`config.mk`:
```
export PLATFORM = sky130hd
export DESIGN_NAME = spi_px_master
export DESIGN_NICKNAME = d
export VERILOG_FILES = /design/src/rtl/spi_px_master_pkg.sv /design/src/rtl/spi_px_master_sck_gen.sv /design/src/rtl/spi_px_master.sv
export SDC_FILE = /design/constraint.sdc
export NUM_CORES = 1
export LEC_CHECK = 0
export CAP_MARGIN = 40
export CORE_UTILIZATION = 47
export DETAILED_ROUTE_END_ITERATION = 12
export PLACE_DENSITY = 0.74
export SLEW_MARGIN = 10
export SYNTH_ARGS = -nofsm -noshare
export SYNTH_HDL_FRONTEND = slang
export SYNTH_HIERARCHICAL = 1
export SYNTH_SLANG_ARGS = --single-unit
```
`constraint.sdc`:
```
create_clock -name clk_i -period 2.3 [get_ports clk_i]
set_clock_uncertainty 0.05 [all_clocks]
set_input_delay 0.46 -clock clk_i [delete_from_list [all_inputs] [get_ports clk_i]]
set_output_delay 0.46 -clock clk_i [all_outputs]
set_load 0.05 [all_outputs]
```
`src/rtl/spi_px_master_pkg.sv`:
```
// Shared types and constants for the pixel-link SPI initiator.
// Default frame width mirrors the chip-level pixel width.
package spi_px_master_pkg;

    localparam int DEFAULT_PIXEL_WIDTH = 24;
    localparam int DEFAULT_SCK_DIV     = 4;

    // Mode 0: SCK idles low, data launched on falling edge, sampled on rising edge
    localparam logic SPI_CPOL    = 1'b0;
    localparam logic SPI_CS_IDLE = 1'b1;

    typedef enum logic [2:0] {
        IDLE,
        SETUP,
        SHIFT_HI,
        SHIFT_LO,
        GAP
    } spi_m_state_e;

endpackage

```
`src/rtl/spi_px_master_sck_gen.sv`:
```
// SCK half-period timer: ticks phase_end on the last clk of every half period.
// Held at zero while restart is high so the first phase after a start is full length.
module spi_sck_gen #(
    parameter int SCK_DIV = 4
) (
    input  logic clk_i,
    input  logic nreset_i,
    input  logic restart,
    output logic phase_end
);

    localparam int HW = $clog2(SCK_DIV);

    logic [HW-1:0] hc;

    assign phase_end = (hc == HW'(SCK_DIV - 1));

    always_ff @(posedge clk_i or negedge nreset_i) begin
        if (!nreset_i) begin
            hc <= '0;
        end else if (restart || phase_end) begin
            hc <= '0;
        end else begin
            hc <= hc + 1'b1;
        end
    end

endmodule

```
`src/rtl/spi_px_master.sv`:
```
// SPI mode-0 initiator: one pixel per CS frame out on SDO, full-duplex return word on rx_px_o.
// All SPI pins come straight from flops; reset forces CS high and SCK low asynchronously.
module spi_px_master
    import spi_px_master_pkg::*;
#(
    parameter int PIXEL_WIDTH = DEFAULT_PIXEL_WIDTH,
    parameter int SCK_DIV     = DEFAULT_SCK_DIV
) (
    input  logic                   clk_i,
    input  logic                   nreset_i,
    input  logic [PIXEL_WIDTH-1:0] tx_px_i,
    input  logic                   tx_valid_i,
    output logic                   tx_ready_o,
    output logic [PIXEL_WIDTH-1:0] rx_px_o,
    output logic                   rx_valid_o,
    input  logic                   rx_ready_i,
    output logic                   busy_o,
    output logic                   spi_sck_o,
    output logic                   spi_cs_o,
    output logic                   spi_sdo_o,
    input  logic                   spi_sdi_i
);

    localparam int BW = (PIXEL_WIDTH > 1) ? $clog2(PIXEL_WIDTH) : 1;

    spi_m_state_e           state;
    logic [PIXEL_WIDTH-1:0] tx_sr;
    logic [PIXEL_WIDTH-1:0] rx_sr;
    logic [BW-1:0]          bit_cnt;
    logic                   phase_end;
    logic                   accept;

    // A pending rx word blocks new frames so it can never be overwritten
    assign tx_ready_o = (state == IDLE) && !rx_valid_o;
    assign accept     = tx_valid_i && tx_ready_o;
    assign busy_o     = (state != IDLE);

    spi_sck_gen #(
        .SCK_DIV (SCK_DIV)
    ) u_sck_gen (
        .clk_i     (clk_i),
        .nreset_i  (nreset_i),
        .restart   (state == IDLE),
        .phase_end (phase_end)
    );

    always_ff @(posedge clk_i or negedge nreset_i) begin
        if (!nreset_i) begin
            state      <= IDLE;
            spi_cs_o   <= SPI_CS_IDLE;
            spi_sck_o  <= SPI_CPOL;
            spi_sdo_o  <= 1'b0;
            tx_sr      <= '0;
            rx_sr      <= '0;
            bit_cnt    <= '0;
            rx_px_o    <= '0;
            rx_valid_o <= 1'b0;
        end else begin
            if (rx_valid_o && rx_ready_i) begin
                rx_valid_o <= 1'b0;
            end
            case (state)
                IDLE: begin
                    if (accept) begin
                        // MSB goes straight to the pin; tx_sr keeps the remaining bits left-aligned
                        tx_sr     <= tx_px_i << 1;
                        spi_sdo_o <= tx_px_i[PIXEL_WIDTH-1];
                        bit_cnt   <= BW'(PIXEL_WIDTH - 1);
                        spi_cs_o  <= 1'b0;
                        state     <= SETUP;
                    end
                end
                SETUP: begin
                    if (phase_end) begin
                        spi_sck_o <= 1'b1;
                        state     <= SHIFT_HI;
                    end
                end
                SHIFT_HI: begin
                    if (phase_end) begin
                        rx_sr     <= {rx_sr[PIXEL_WIDTH-2:0], spi_sdi_i};
                        spi_sck_o <= 1'b0;
                        spi_sdo_o <= tx_sr[PIXEL_WIDTH-1];
                        tx_sr     <= tx_sr << 1;
                        state     <= SHIFT_LO;
                    end
                end
                SHIFT_LO: begin
                    if (phase_end) begin
                        if (bit_cnt != '0) begin
                            bit_cnt   <= bit_cnt - 1'b1;
                            spi_sck_o <= 1'b1;
                            state     <= SHIFT_HI;
                        end else begin
                            // Last low phase doubles as CS hold time
                            spi_cs_o   <= 1'b1;
                            spi_sdo_o  <= 1'b0;
                            rx_px_o    <= rx_sr;
                            rx_valid_o <= 1'b1;
                            state      <= GAP;
                        end
                    end
                end
                GAP: begin
                    if (phase_end) begin
                        state <= IDLE;
                    end
                end
                default: state <= IDLE;
            endcase
        end
    end

endmodule

```
==> results of run 1 <==
[path summary, 6_finish.rpt]
| path | to | startpoint |
|---|---|---|
| worst max-delay path | rx_px_o[15] | bit_cnt[0] |
| worst min-delay path | tx_sr[19] | nreset_i |
| worst max register to register | rx_px_o[15] | bit_cnt[0] |
| worst min register to register | u_sck_gen/hc[0] | u_sck_gen/hc[0] |
| max in group asynchronous | spi_cs_o | nreset_i |
| min in group clk_i | u_sck_gen/hc[0] | u_sck_gen/hc[0] |
[cell usage after synthesis]
library cell	count
nor4b_1	1
buf_4	5
inv_1	4
a22o_1	1
nand2_1	27
a21oi_1	4
nor2_8	1
nor2b_1	1
o31a_1	1
or4b_4	1
mux2i_1	23
or4b_2	1
dfrtp_1	84
nor3b_1	1
nor2_2	1
o22ai_1	1
clkbuf_1	1
or3_2	1
nor3_1	4
xnor2_1	1
nand2b_1	3
nand4b_4	1
nor3_2	1
mux2_4	17
dfstp_2	1
o21ai_0	24
buf_2	5
a211oi_1	1
nor2_4	1
mux2_2	31
o21ai_1	3
nor2_1	9
and4bb_2	1
nor3b_2	1
nand3b_1	1
ha_1	2
a31oi_1	2
buf_12	2
[routing by layer]
layer,vias up,global-route usage [%]
met5,-,0
met4,0,6.85
met3,9,4.15
met2,47,27.8
met1,1106,24.2
li1,1073,-
[power groups by stage]
| stage | logic (uW) | registers, uW | clock network (uW) |
|---|---|---|---|
| 5_1_grt | 1120 | 2110 | 1150 |
| 3_5_place_dp | 1020 | 2090 | 0 |
| 2_1_floorplan | 701 | 2090 | 0 |
| 3_3_place_gp | 983 | 2060 | 0 |
| 6_report | 1000 | 2060 | 1060 |
| 4_1_cts | 1020 | 2060 | 1090 |
[sequential cells by signal, summed over array words and instances, names as in the netlist]
name,count
bit_cnt,5
rx_px_o,24
rx_sr,24
rx_valid_o,1
spi_cs_o,1
spi_sck_o,1
spi_sdo_o,1
state,3
tx_sr,23
u_sck_gen/hc,2
[metrics by stage]
| stage | instances | util [%] | cell area [um^2] | total power [uW] | hold slack, ns |
|---|---|---|---|---|---|
| 2_1_floorplan | 270 | - | 3660 | 2790 | 0.114 |
| 4_1_cts | 438 | 62.0 | 4570 | 4170 | 0.0327 |
| 6_report | 438 | 62.0 | 4570 | 4120 | 0.0129 |
| 3_5_place_dp | 422 | 59.3 | 4370 | 3110 | 0.392 |
| 3_3_place_gp | 422 | 59.3 | 4370 | 3050 | 0.389 |
| 5_1_grt | 438 | 62.0 | 4570 | 4380 | 0.0555 |
[logic make-up (layout without fill, tap and decap cells)]
| group | count (synthesis) | in the layout | share of synthesized area, % |
|---|---|---|---|
| AOI/OAI and AO/OA | 37 | 37 | 5.45 |
| DFF | 85 | 85 | 58.3 |
| muxes | 71 | 71 | 22.9 |
| and+or+nand+nor | 57 | 57 | 9.09 |
| buffers and inverters | 17 | 86 | 3.33 |
| adders and majority gates | 2 | 2 | 0.686 |
| xor gates and xnor gates | 1 | 1 | 0.240 |
[cell type report]
type                       count  area, um^2
clock buffer                  11         141
clock inverter                 5        58.8
fill                         594        2800
inverter                       4        15.0
multi-input combinational    168        1420
sequential                    85        2130
tap                           99         124
timing repair buffer          66         681
[cells in the final DEF, fill, tap and decap left out, drive strengths merged, types with 2 or more instances in the layout]
cell	instances
nand2	27
clkinvlp	2
inv	5
or4b	2
a31oi	2
nand2b	3
o21ai	27
ha	2
clkdlybuf4s50	54
a21oi	4
nor3b	2
mux2i	23
buf	12
clkbuf	11
nor3	5
mux2	48
dfrtp	84
nor2	12
[worst register-to-register path, delay by kind of cell, from the launching register on]
| family | cells | cell delay (ns) |
|---|---|---|
| muxes | 1 | 0.31 |
| buffers and inverters | 2 | 0.26 |
| adders and majority gates | 1 | 0.21 |
| and+or+nand+nor | 2 | 0.80 |
| DFF | 1 | 0.40 |
==> run metrics, run 1 <==
root buf cell=clkbuf_8; Post-CTS Setup Bufs=0; met3 WL=around 280 um; Clock power frac=between 20% and 30%; P_sw=around 1300 uW; diodes inserted=0; reg2reg path depth=6; Site Rows=31; global route total overflow=0; nets=around 370; clk_lat worst skew=approximately 0.35 ns; crit path cell chain=inv_1 -> ha_1 -> or4b_4 -> nor2_8 -> buf_12 -> mux2_4; DRC viols=0; Yosys warnings=6; ANT nets after route=0; register area share after synthesis=58.3%; Post-CTS Hold Fix Bufs=0; gp weighted congestion=just under 0.7; Sequential Power Share=49.9%; Area Growth Syn to Fin=25.2%; port bufs=between 50 and 60; I/O pin count=59; Post-Syn Instances=270; CP required=2.48 ns; initial antenna violation count=0; vias in the first global route=2333; Pre-Repair DR Iteration Count=4; status=complete, no violations; Internal Dissipation=~2800 uW; Reg clk slew, reported paths=approximately 0.090 ns; Placement Setup Slack=~0.13 ns; final number of setup-violating endpoints=0; largest fanout on the critical path=13; Startpoint Class=register; Pwr per Cell Area=902 nW/um^2; Initial Util=49.5%; Mean Syn Cell Area=approximately 14 um^2; routed len/inst=~15 um; final hold violations=0; Yosys reg bits=85; Hold Path Class=input pin to asynchronous set/reset pin; clock buffer count from CTS=9; peak supply drop=around 0.49 mV; critical path depth=6; setup TNS=0 ns; ratio of cells with drive above 1 in the final layout=around a quarter; routed wire length=6.52 mm; metal1 wirelength=about 3.1 mm; DR vias/cell=slightly above 5; share of the synthesized area in the top cell type=approximately 58%; leakage power=0.00209 uW; Net Count, Synth=around 300; Post-Syn Area=3650 um^2; Net Sw Frac=31.1%; CP Capture Type=register; count of cell types in the netlist=38; Tcrit/Tclk final=roughly 94%; first-pass GRT wire length=11.4 mm; maxcap violations=0; CTS tree=yes; top cells by area, synth=dfrtp_1 58%, mux2_2 9.6%, mux2_4 7.0%; slew margin rel.=roughly three fifths; Buf+Inv Stages, Crit Path=2; Max Clk Rate=roughly 0.46 GHz; flop-to-flop setup slack=0.14 ns; DP HPWL=between 4 and 5 mm; routed wl met2=roughly 3 mm; Period minus WS final=2.16 ns; CP arrival=roughly 2.3 ns; CTS HTree Levels=3; kind of critical path=register to register; Top delay family on crit path=simple AND/OR/NAND/NOR gates; die area=just over 8000 um^2; Die W=about 90 um; Core Area=approximately 7400 um^2; largest area contributor in the synthesized netlist=dfrtp_1; setup ws final=approximately 0.14 ns; Max stage delay on crit path=between 0.5 and 0.6 ns; Max Slew Vio Count=0; setup repair after global routing missed its margin=false; CTS sink cnt=85; Initial DRC Count=between 100 and 150; vias=around 2.2k; Logic pwr share=24.3%; Die H=between 90 and 100 um; Slew @ Worst Pin=roughly 0.59 ns; largest net degree at the start of global routing=48; top routing layer used=met4; Slowest cell on crit path=or4b_4; gr usage total=about 18%; post-CTS sizing=0; CTS max path bufs=2
No activity file was read; power rests on OpenSTA's default activity.
==> run 2: changes to the inputs <==
--- a/config.mk
+++ b/config.mk
@@ -6,9 +6,11 @@
 export NUM_CORES = 1
 export LEC_CHECK = 0
 export CAP_MARGIN = 40
-export CORE_UTILIZATION = 47
+export CELL_PAD_IN_SITES_DETAIL_PLACEMENT = 1
+export CELL_PAD_IN_SITES_GLOBAL_PLACEMENT = 1
+export CORE_UTILIZATION = 43
 export DETAILED_ROUTE_END_ITERATION = 12
-export PLACE_DENSITY = 0.74
+export PLACE_DENSITY = 0.81
 export SLEW_MARGIN = 10
 export SYNTH_ARGS = -nofsm -noshare
 export SYNTH_HDL_FRONTEND = slang
==> run 2 against run 1 <==
Die area grew 9.1%. Via count rose by 1.8%. Maximum frequency increased by 2.1%. Critical endpoint is now tx_ready_o. Largest power group unchanged.
==> run metrics, run 2 (synthesis gave the netlist of run 1 again) <==
worst flop-to-flop path endpoint=rx_px_o[0]; Clock power frac=a little under a quarter; Slew @ Worst Pin=between 0.5 and 0.6 ns; flop-to-flop setup slack=around 0.19 ns; Area Growth Syn to Fin=25.1%; FILL cells=823; final non-filler cell total=between 400 and 500; routed len/inst=between 15 and 20 um; ANT nets after route=0; final hold violations=0; routed wire length=7.03 mm; Design Area, Final=4570 um^2; root buf cell=clkbuf_8; Core Util, Final=~56%; CTS max path bufs=2; DRC viols=0; CP arrival=approximately 1.6 ns; Die H=about 94 um; CP Capture Type=output pin; most frequent cells in the layout=84 x dfrtp_1, 54 x clkdlybuf4s50_1, 31 x mux2_2, 27 x nand2_1, 24 x o21ai_0; setup TNS=0 ns; DR vias/cell=5.14; Max Slew Vio Count=0; gp weighted congestion=between 0.7 and 0.8; Initial DRC Count=38; Max Clk Rate=about 0.47 GHz; global route total overflow=0; Site Rows=33; final hold slack=0.0133 ns; clk_lat worst skew=0.35 ns; Reg clk slew, reported paths=around 0.090 ns; DP Cell Count=between 400 and 500; dpl cell area=~4400 um^2; Slowest cell on crit path=dfrtp_1; Sequential Power Share=50.6%; Core Area=around 8200 um^2; Top Registers=rx_px_o: 24 flops, rx_sr: 24 flops, tx_sr: 23 flops; sequential cell area=2130 um^2; final number of setup-violating endpoints=0; Tcrit/Tclk final=about nine tenths; Max stage delay on crit path=0.52 ns; ratio of cells with drive above 1 in the final layout=between 20% and 30%; Post-CTS Hold Fix Bufs=0; Startpoint Class=register; Net Sw Frac=between 30% and 40%; crit path cell chain=nor3_1 -> inv_1 -> nor2_4 -> buf_12; nets=between 300 and 400; slew margin rel.=59.8%; clock buffer count from CTS=9; Setup crit start=state[0]; P_sw=1330 uW; Initial Util=between 40% and 50%; port bufs=between 50 and 60; Hold Path Class=input pin to asynchronous set/reset pin; reg2reg path depth=6; area of the multi-input gates=approximately 1400 um^2; post-CTS sizing=0; vias=2276; diodes inserted=0; commonest non-fill, non-tap cell in the layout=dfrtp_1; Internal Dissipation=2740 uW; CP required=between 1.5 and 2 ns; die area=8860 um^2; gr usage total=between 10% and 20%; status=complete, no violations; CTS sink cnt=between 80 and 90; largest fanout on the critical path=10; DP HPWL=4.86 mm; Logic pwr share=between 20% and 30%; initial antenna violation count=0; Die W=94.1 um; I/O pin count=59; first-pass GRT wire length=11.9 mm; vias in the first global route=between 2k and 2.5k; Pwr per Cell Area=approximately 890 nW/um^2; setup repair after global routing missed its margin=false; Period minus WS final=2.11 ns; CTS tree=yes; maxcap violations=0; Pre-Repair DR Iteration Count=4; CTS HTree Levels=3; R2R Path Start=bit_cnt[0]; Post-CTS Setup Bufs=0; peak supply drop=just under 0.5 mV; largest net degree at the start of global routing=52; leakage power=approximately 0.0021 uW; kind of critical path=register to output pin
-- run 2: cell count changes in the layout (fill, tap and decap cells not counted) --
cell,delta
buf_4,-2
buf_12,+1
bufinv_16,-1
clkbuf_1,-1
clkinv_4,+1
inv_6,+1
-- run 2: metrics by stage --
step | setup WS, ns | power, uW
4_1_cts | 0.147 | 4140
5_1_grt | 0.0589 | 4340
6_report | 0.186 | 4060
2_1_floorplan | 0.0953 | 2790
3_5_place_dp | 0.200 | 3150
3_3_place_gp | 0.265 | 3060
-- run 2: cell type report --
cell class	instances	share of cell area [%]
sequential	85	46.6
inverter	4	0.329
tap	105	2.88
clock buffer	10	3.01
timing repair buffer	65	15.0
clock inverter	6	1.01
multi-input combinational	168	31.1
-- run 2: routing by layer --
metal  wire (um)  vias to the layer above  GRT usage (%)  part of all wire [%]
met2        3400                       50           28.2                    48
met1        3240                     1149           23.8                    46
met5           0                        -              0                     0
li1            -                     1069              -                     -
met4          82                        0           6.54                   1.2
met3         308                        8           3.80                   4.4
-- run 2: power groups by stage --
stage,registers (uW),logic (uW),clock network (uW)
6_report,2060,1030,976
5_1_grt,2100,1160,1070
4_1_cts,2060,1060,1020
3_5_place_dp,2090,1050,0
3_3_place_gp,2070,992,0
2_1_floorplan,2090,701,0
-- run 2: worst max-delay path, delay by kind of cell (launching register included) --
family	cells	cell delay (ns)
buf+inv	2	0.32
simple gates	2	0.42
flops	1	0.52
-- run 2: worst max path at each step --
| stage | to | slack (ns) | cells past startpoint |
|---|---|---|---|
| 2_1_floorplan | tx_ready_o | 0.1 | 4 |
| 3_3_place_gp | rx_px_o[9] | 0.26 | 6 |
| 3_5_place_dp | rx_px_o[0] | 0.20 | 6 |
| 4_1_cts | tx_ready_o | 0.15 | 4 |
| 5_1_grt | tx_ready_o | 0.06 | 4 |
| 6_report | tx_ready_o | 0.19 | 4 |
